### src/rtl/alul_arbiter_if.sv
// ---------------------------------------------------------------------------
// alul_arbiter_if
//   Bundles the request, ALU and response channels of alul_arbiter.
//
//   Request channel (per requester i, i = 0/1):
//     req_valid[i], req_ready[i]
//     req_a/req_b packed as [i*WIDTH +: WIDTH], req_s packed as [2i +: 2]
//   ALU channel : alu_a, alu_b, alu_s (to ALU), alu_out (from ALU)
//   Response    : rsp_valid, rsp_ready, rsp_id, rsp_data
//
//   Modports:
//     slave  - the arbiter side (consumes requests, drives the ALU/response)
//     master - the environment side (clients, ALU instance, consumer)
// ---------------------------------------------------------------------------
interface alul_arbiter_if #(
    parameter int WIDTH = 8
);
    logic [1:0]         req_valid;
    logic [1:0]         req_ready;
    logic [2*WIDTH-1:0] req_a;
    logic [2*WIDTH-1:0] req_b;
    logic [3:0]         req_s;
    logic [WIDTH-1:0]   alu_a;
    logic [WIDTH-1:0]   alu_b;
    logic [1:0]         alu_s;
    logic [WIDTH-1:0]   alu_out;
    logic               rsp_valid;
    logic               rsp_ready;
    logic               rsp_id;
    logic [WIDTH-1:0]   rsp_data;

    modport slave (
        input  req_valid, req_a, req_b, req_s, alu_out, rsp_ready,
        output req_ready, alu_a, alu_b, alu_s, rsp_valid, rsp_id, rsp_data
    );

    modport master (
        output req_valid, req_a, req_b, req_s, alu_out, rsp_ready,
        input  req_ready, alu_a, alu_b, alu_s, rsp_valid, rsp_id, rsp_data
    );
endinterface

### src/rtl/alul_arbiter.sv
// ---------------------------------------------------------------------------
// alul_arbiter
//   Shares one external 8-bit logic ALU (AND/OR/XOR/NOT A) between two
//   requesters. One op at a time: grant, drive registered operands to the
//   ALU, wait ALU_LAT cycles, capture alu_out, return it with the requester
//   ID on the response channel.
//
//   Handshakes (both channels): a transfer happens on a rising clk edge
//   where valid and ready are both 1. Requesters may drop req_valid before
//   being granted. The arbiter holds rsp_valid/rsp_id/rsp_data stable until
//   the transfer completes.
//
//   Ports:
//     clk        - sole clock, rising edge
//     rst        - synchronous, active-high reset
//     bus        - alul_arbiter_if.slave (request, ALU and response signals)
//     busy       - high whenever the FSM is not IDLE
//     state_dbg  - current FSM state (0=IDLE, 1=EXEC, 2=RESP)
//
//   Parameters:
//     WIDTH      - operand/result width, must match the ALU instance
//     ALU_LAT    - cycles operands are held before alu_out is captured, 1..15
//
//   Build option:
//     ALUL_ARB_FIXED_PRIORITY_EN - when defined, requester 0 always wins a
//     tie and the round-robin pointer is removed.
// ---------------------------------------------------------------------------
module alul_arbiter #(
    parameter int WIDTH   = 8,
    parameter int ALU_LAT = 1
) (
    input  logic          clk,
    input  logic          rst,
    alul_arbiter_if.slave bus,
    output logic          busy,
    output logic [1:0]    state_dbg
);

    typedef enum logic [1:0] {
        IDLE = 2'd0,
        EXEC = 2'd1,
        RESP = 2'd2
    } state_t;

    localparam logic [3:0] LAT_M1 = 4'(ALU_LAT - 1);

    state_t           state_q, state_d;
    logic [3:0]       cnt_q;
    logic [WIDTH-1:0] alu_a_q, alu_b_q;
    logic [1:0]       alu_s_q;
    logic             rsp_valid_q, rsp_id_q;
    logic [WIDTH-1:0] rsp_data_q;

    logic             grant;
    logic             grant_vld;
    logic [WIDTH-1:0] sel_a, sel_b;
    logic [1:0]       sel_s;

`ifndef ALUL_ARB_FIXED_PRIORITY_EN
    // Last granted requester; resets to 1 so requester 0 wins the first tie.
    logic ptr_q;
`endif

    // ------------------------------------------------------------------
    // Grant selection
    // ------------------------------------------------------------------
    always_comb begin
        grant     = 1'b0;
        grant_vld = |bus.req_valid;
        case (bus.req_valid)
            2'b01:   grant = 1'b0;
            2'b10:   grant = 1'b1;
`ifdef ALUL_ARB_FIXED_PRIORITY_EN
            2'b11:   grant = 1'b0;
`else
            2'b11:   grant = ~ptr_q;
`endif
            default: grant = 1'b0;
        endcase
    end

    assign sel_a = grant ? bus.req_a[WIDTH +: WIDTH] : bus.req_a[0 +: WIDTH];
    assign sel_b = grant ? bus.req_b[WIDTH +: WIDTH] : bus.req_b[0 +: WIDTH];
    assign sel_s = grant ? bus.req_s[3:2] : bus.req_s[1:0];

    // Only IDLE accepts, and only the granted requester sees ready.
    always_comb begin
        bus.req_ready = 2'b00;
        if (state_q == IDLE && grant_vld) begin
            bus.req_ready[grant] = 1'b1;
        end
    end

    // ------------------------------------------------------------------
    // FSM next state
    // ------------------------------------------------------------------
    always_comb begin
        state_d = state_q;
        case (state_q)
            IDLE:    if (grant_vld) state_d = EXEC;
            EXEC:    if (cnt_q == 4'd0) state_d = RESP;
            RESP:    if (rsp_valid_q && bus.rsp_ready) state_d = IDLE;
            default: state_d = IDLE;
        endcase
    end

    // ------------------------------------------------------------------
    // State and datapath registers
    // ------------------------------------------------------------------
    always_ff @(posedge clk) begin
        if (rst) begin
            state_q     <= IDLE;
            cnt_q       <= 4'd0;
            alu_a_q     <= '0;
            alu_b_q     <= '0;
            alu_s_q     <= 2'd0;
            rsp_valid_q <= 1'b0;
            rsp_id_q    <= 1'b0;
            rsp_data_q  <= '0;
`ifndef ALUL_ARB_FIXED_PRIORITY_EN
            ptr_q       <= 1'b1;
`endif
        end else begin
            state_q <= state_d;
            case (state_q)
                IDLE: begin
                    // Operands only change on accept so the ALU stays quiet.
                    if (grant_vld) begin
                        alu_a_q  <= sel_a;
                        alu_b_q  <= sel_b;
                        alu_s_q  <= sel_s;
                        rsp_id_q <= grant;
                        cnt_q    <= LAT_M1;
`ifndef ALUL_ARB_FIXED_PRIORITY_EN
                        ptr_q    <= grant;
`endif
                    end
                end
                EXEC: begin
                    if (cnt_q != 4'd0) begin
                        cnt_q <= cnt_q - 4'd1;
                    end else begin
                        rsp_data_q  <= bus.alu_out;
                        rsp_valid_q <= 1'b1;
                    end
                end
                RESP: begin
                    if (rsp_valid_q && bus.rsp_ready) begin
                        rsp_valid_q <= 1'b0;
                    end
                end
                default: ;
            endcase
        end
    end

    assign bus.alu_a     = alu_a_q;
    assign bus.alu_b     = alu_b_q;
    assign bus.alu_s     = alu_s_q;
    assign bus.rsp_valid = rsp_valid_q;
    assign bus.rsp_id    = rsp_id_q;
    assign bus.rsp_data  = rsp_data_q;
    assign busy          = (state_q != IDLE);
    assign state_dbg     = state_q;

endmodule

### src/flat_wrapper.sv
// flat-port wrapper written by rule: the top's interface ports become plain ports
module alul_arbiter_flat 
#(
    parameter int WIDTH   = 8,
    parameter int ALU_LAT = 1
)
  (clk, rst, busy, state_dbg, bus_req_valid, bus_req_a, bus_req_b, bus_req_s, bus_alu_out, bus_rsp_ready, bus_req_ready, bus_alu_a, bus_alu_b, bus_alu_s, bus_rsp_valid, bus_rsp_id, bus_rsp_data);
  alul_arbiter_if #(.WIDTH(WIDTH)) bus_i ();
  input  logic clk;
  input  logic rst;
  output logic busy;
  output logic [1:0] state_dbg;
  input wire logic [$bits(bus_i.req_valid)-1:0] bus_req_valid;
  input wire logic [$bits(bus_i.req_a)-1:0] bus_req_a;
  input wire logic [$bits(bus_i.req_b)-1:0] bus_req_b;
  input wire logic [$bits(bus_i.req_s)-1:0] bus_req_s;
  input wire logic [$bits(bus_i.alu_out)-1:0] bus_alu_out;
  input wire logic [$bits(bus_i.rsp_ready)-1:0] bus_rsp_ready;
  output wire logic [$bits(bus_i.req_ready)-1:0] bus_req_ready;
  output wire logic [$bits(bus_i.alu_a)-1:0] bus_alu_a;
  output wire logic [$bits(bus_i.alu_b)-1:0] bus_alu_b;
  output wire logic [$bits(bus_i.alu_s)-1:0] bus_alu_s;
  output wire logic [$bits(bus_i.rsp_valid)-1:0] bus_rsp_valid;
  output wire logic [$bits(bus_i.rsp_id)-1:0] bus_rsp_id;
  output wire logic [$bits(bus_i.rsp_data)-1:0] bus_rsp_data;
  assign bus_i.req_valid = bus_req_valid;
  assign bus_i.req_a = bus_req_a;
  assign bus_i.req_b = bus_req_b;
  assign bus_i.req_s = bus_req_s;
  assign bus_i.alu_out = bus_alu_out;
  assign bus_i.rsp_ready = bus_rsp_ready;
  assign bus_req_ready = bus_i.req_ready;
  assign bus_alu_a = bus_i.alu_a;
  assign bus_alu_b = bus_i.alu_b;
  assign bus_alu_s = bus_i.alu_s;
  assign bus_rsp_valid = bus_i.rsp_valid;
  assign bus_rsp_id = bus_i.rsp_id;
  assign bus_rsp_data = bus_i.rsp_data;
  alul_arbiter #(.WIDTH(WIDTH), .ALU_LAT(ALU_LAT)) u_core (.clk(clk), .rst(rst), .bus(bus_i), .busy(busy), .state_dbg(state_dbg));
endmodule
### config.mk
export PLATFORM = sky130hd
export DESIGN_NAME = alul_arbiter_flat
export DESIGN_NICKNAME = d
export VERILOG_FILES = /design/src/rtl/alul_arbiter_if.sv /design/src/rtl/alul_arbiter.sv /design/src/flat_wrapper.sv
export SDC_FILE = /design/constraint.sdc
export NUM_CORES = 1
export LEC_CHECK = 0
export CORE_MARGIN = 1
export CORE_UTILIZATION = 40
export CTS_CLUSTER_SIZE = 24
export DETAILED_ROUTE_END_ITERATION = 6
export PLACE_DENSITY = 0.87
export SYNTH_ARGS = -nofsm -noshare
export SYNTH_HDL_FRONTEND = slang
export SYNTH_SLANG_ARGS = --single-unit
### constraint.sdc
create_clock -name clk -period 1.9 [get_ports clk]
set_clock_uncertainty 0.05 [all_clocks]
set_input_delay 0.38 -clock clk [delete_from_list [all_inputs] [get_ports clk]]
set_output_delay 0.38 -clock clk [all_outputs]
set_load 0.03 [all_outputs]
==> flow_metrics.env <==
export IMPL_wl_per_cell_um=15.6
export IMPL_rsz0062_at_grt="true"
export IMPL_timing_final_crit_share_pct=96.7
export IMPL_ctsHtreeMaxLevel=2
export IMPL_cts_root_buf="clkbuf_8"
export IMPL_end_kind="primary output"
export IMPL_pre_cts_slack_ns=-0.0165
export IMPL_placementRows=22
export IMPL_power_leakage_uw=0.000992
export IMPL_syn_nets=230
export IMPL_dp_hpwl_um=3440
export IMPL_fin_cells=313
export IMPL_gp_congestion=0.842
export IMPL_ir_worst_vdd_mv=0.590
export IMPL_die_h_um=66.0
export IMPL_slowest_delay_ns=0.51
export IMPL_worst_slew_pin_slew_ns=0.741
export IMPL_ys_types=37
export IMPL_cts_path_max_buffers=2
export IMPL_worst_path_max_delay_cell="clkdlybuf4s50_1"
export IMPL_grt_overflow_total=0
export IMPL_grt_pass1_vias=1674
export IMPL_numCtsBuffers=5
export IMPL_power_total_uw=3750
export IMPL_clock_latency_ns=0.29
export IMPL_grt_pass1_wl_um=7560
export IMPL_yosysTopAreaCellShare_pct=42.7
export IMPL_synthArstFlopShare_pct=0
export IMPL_crit_chain="clkdlybuf4s50_1, a21boi_2, and2_1, buf_4"
export IMPL_synth_common_cells="35 x dfxtp_1, 27 x nand2_1, 18 x a32oi_1, 18 x o2bb2ai_1, 12 x a21oi_1"
export IMPL_cap_violations=0
export IMPL_io_pins=82
export IMPL_synthFlopType="dfxtp_1"
export IMPL_worst_endpoint_required_ns=1.47
export IMPL_synth_edf_count=0
export IMPL_setup_viol=0
export IMPL_path_class="input port to primary output"
export IMPL_gr_usage_met2_pct=40.3
export IMPL_core_um2=3800
export IMPL_netlist_instances=175
export IMPL_grt_max_degree=20
export IMPL_place_area_um2=2570
export IMPL_hold_ws_ns=0.406
export IMPL_ys_seq_area_share_pct=42.7
export IMPL_cp_buffers_inverters=2
export IMPL_fp_dieW_um=66.0
export IMPL_gr_usage_met1_pct=26.5
export IMPL_min_path_type="register to register"
export IMPL_path_delay_family="buffers and inverters"
export IMPL_syn_avg_cell_area_um2=9.37
export IMPL_nNetsFinal=320
export IMPL_syn_area_um2=1640
export IMPL_fin_crit_ns=1.84
export IMPL_dp_cells=306
export IMPL_clkTransAtPathRegs_ns=0.06
export IMPL_crit_path_max_fanout=6
export IMPL_cp_arrival_ns=1.41
export IMPL_io_buffers=81
export IMPL_die_area_um2=4360
export IMPL_hold_buffers=0
export IMPL_start_kind="input port"
export IMPL_slew_violations=0
export IMPL_num_vias=1703
export IMPL_cts_tree="yes"
export IMPL_via_per_inst=5.44
export IMPL_grt_use_met3_pct=6.38
export IMPL_track_usage_pct=22.8
export IMPL_ys_ff_latch=35
export IMPL_synth_most_common_cell="dfxtp_1"
export IMPL_drc=0
export IMPL_initial_utilization_pct=43.2
export IMPL_power_density_nw_per_um2=1390
export IMPL_ys_top_cells_by_area="dfxtp_1 43%, a32oi_1 9.6%, o2bb2ai_1 9.6%, nand2_1 6.2%, ha_1 4.6%"
export IMPL_area_delta_synth_final_pct=64.4
export IMPL_outcome="finished, final reports clean"
export IMPL_slew_limit_headroom_pct=50.5
export IMPL_setup_slack_ns=0.0618
export IMPL_dr_first_iter_drc_count=107
export IMPL_nFillCells=302
export IMPL_fin_area_um2=2700
export IMPL_hold_viol=0
export IMPL_antenna_left=0
export IMPL_yosysTopAreaCell="dfxtp_1"
export IMPL_wl_um=4870
export IMPL_fmax_mhz=544
export IMPL_antenna_cells=0
export IMPL_grt_antenna_before_repair=0
export IMPL_cts_sinks=35
export IMPL_drive_gt1_share_pct=13.6
export IMPL_yosysWarnings=0
export IMPL_busiest_layer="met2"
export IMPL_drtPass1Iterations=4
[report_power, final]
part / internal, uW / switching (uW) / leakage [uW] / total [uW]
Sequential: 946 / 155 / 0.000288 / 1100
Combinational: 905 / 1110 / 0.000653 / 2010
Clock: 384 / 250 / 0.0000513 / 634
[worst register-to-register path, delay by kind of cell, from the launching register on]
| kind | cells | cell delay [ns] |
|---|---|---|
| adder cells (fa/ha/maj) | 1 | 0.23 |
| multiplexers | 1 | 0.22 |
| AO/OA/AOI/OAI | 1 | 0.33 |
| AND/OR/NAND/NOR | 1 | 0.44 |
| buffers and inverters | 1 | 0.07 |
| flip-flops | 1 | 0.35 |
[cell type report]
cell class / instances / area [um2] / area share [%]
timing repair buffer: 96 / 932 / 34.6
multi-input combinational: 120 / 872 / 32.3
clock buffer: 6 / 72.6 / 2.69
inverter: 7 / 26.3 / 0.974
sequential: 35 / 703 / 26.1
tap: 48 / 60.1 / 2.23
clock inverter: 1 / 30.0 / 1.11
[metal layers]
layer  vias to the layer above  share of wire (%)
met5                         -                  0
met4                         0                1.6
met3                         9                7.7
met2                        74                 49
met1                       779                 41
li1                        841                  -
[kinds of logic after synthesis]
logic type	Yosys count	synth area share (%)
AOI/OAI and AO/OA	62	30.2
and+or+nand+nor	50	16.0
DFF	35	42.7
buffers and inverters	20	5.26
adders and majority gates	6	4.58
muxes	2	1.22
[state kept, by name, indices dropped and copies added (netlist names)]
register / count
u_core.bus.alu_a: 8
u_core.bus.alu_b: 8
u_core.bus.alu_s: 2
u_core.bus.rsp_data: 8
u_core.bus.rsp_id: 1
u_core.bus.rsp_valid: 1
u_core.cnt_q: 4
u_core.ptr_q: 1
u_core.state_dbg: 2
[final timing paths]
kind | slack (ns) | depth (start not counted) | start | to
max reg2reg | 0.12 | 5 | u_core.cnt_q[0] | u_core.state_dbg[1]
min reg2reg | 0.41 | 2 | u_core.bus.rsp_data[4] | u_core.bus.rsp_data[4]
min | 0.41 | 2 | u_core.bus.rsp_data[4] | u_core.bus.rsp_data[4]
max | 0.06 | 4 | bus_req_valid[0] | bus_req_ready[1]
[through the flow]
stage          setup TNS, ns  utilization (%)
5_1_grt              -0.0228             71.0
3_5_place_dp         -0.0165             67.6
2_1_floorplan              0                -
3_3_place_gp        -0.00139             67.6
6_report                   0             71.0
4_1_cts                    0             70.4
[timing repair]
| item | in CTS | in global routing |
|---|---|---|
| setup endpoints to repair | 2 | 4 |
| buffers inserted | 0 | 0 |
| resized for setup | 2 | 7 |
[placed cells by master, fill, tap and decap left out, types with 3 or more instances in the layout]
cell,n
inv_1,4
nor2b_1,4
ha_1,5
o2bb2ai_1,18
buf_4,16
nand2b_1,3
dfxtp_1,33
nor2_1,4
clkdlybuf4s50_1,78
a21oi_1,12
clkbuf_8,5
a32oi_1,18
nand2_1,27
Note: power is estimated with default switching activity, not from simulation.
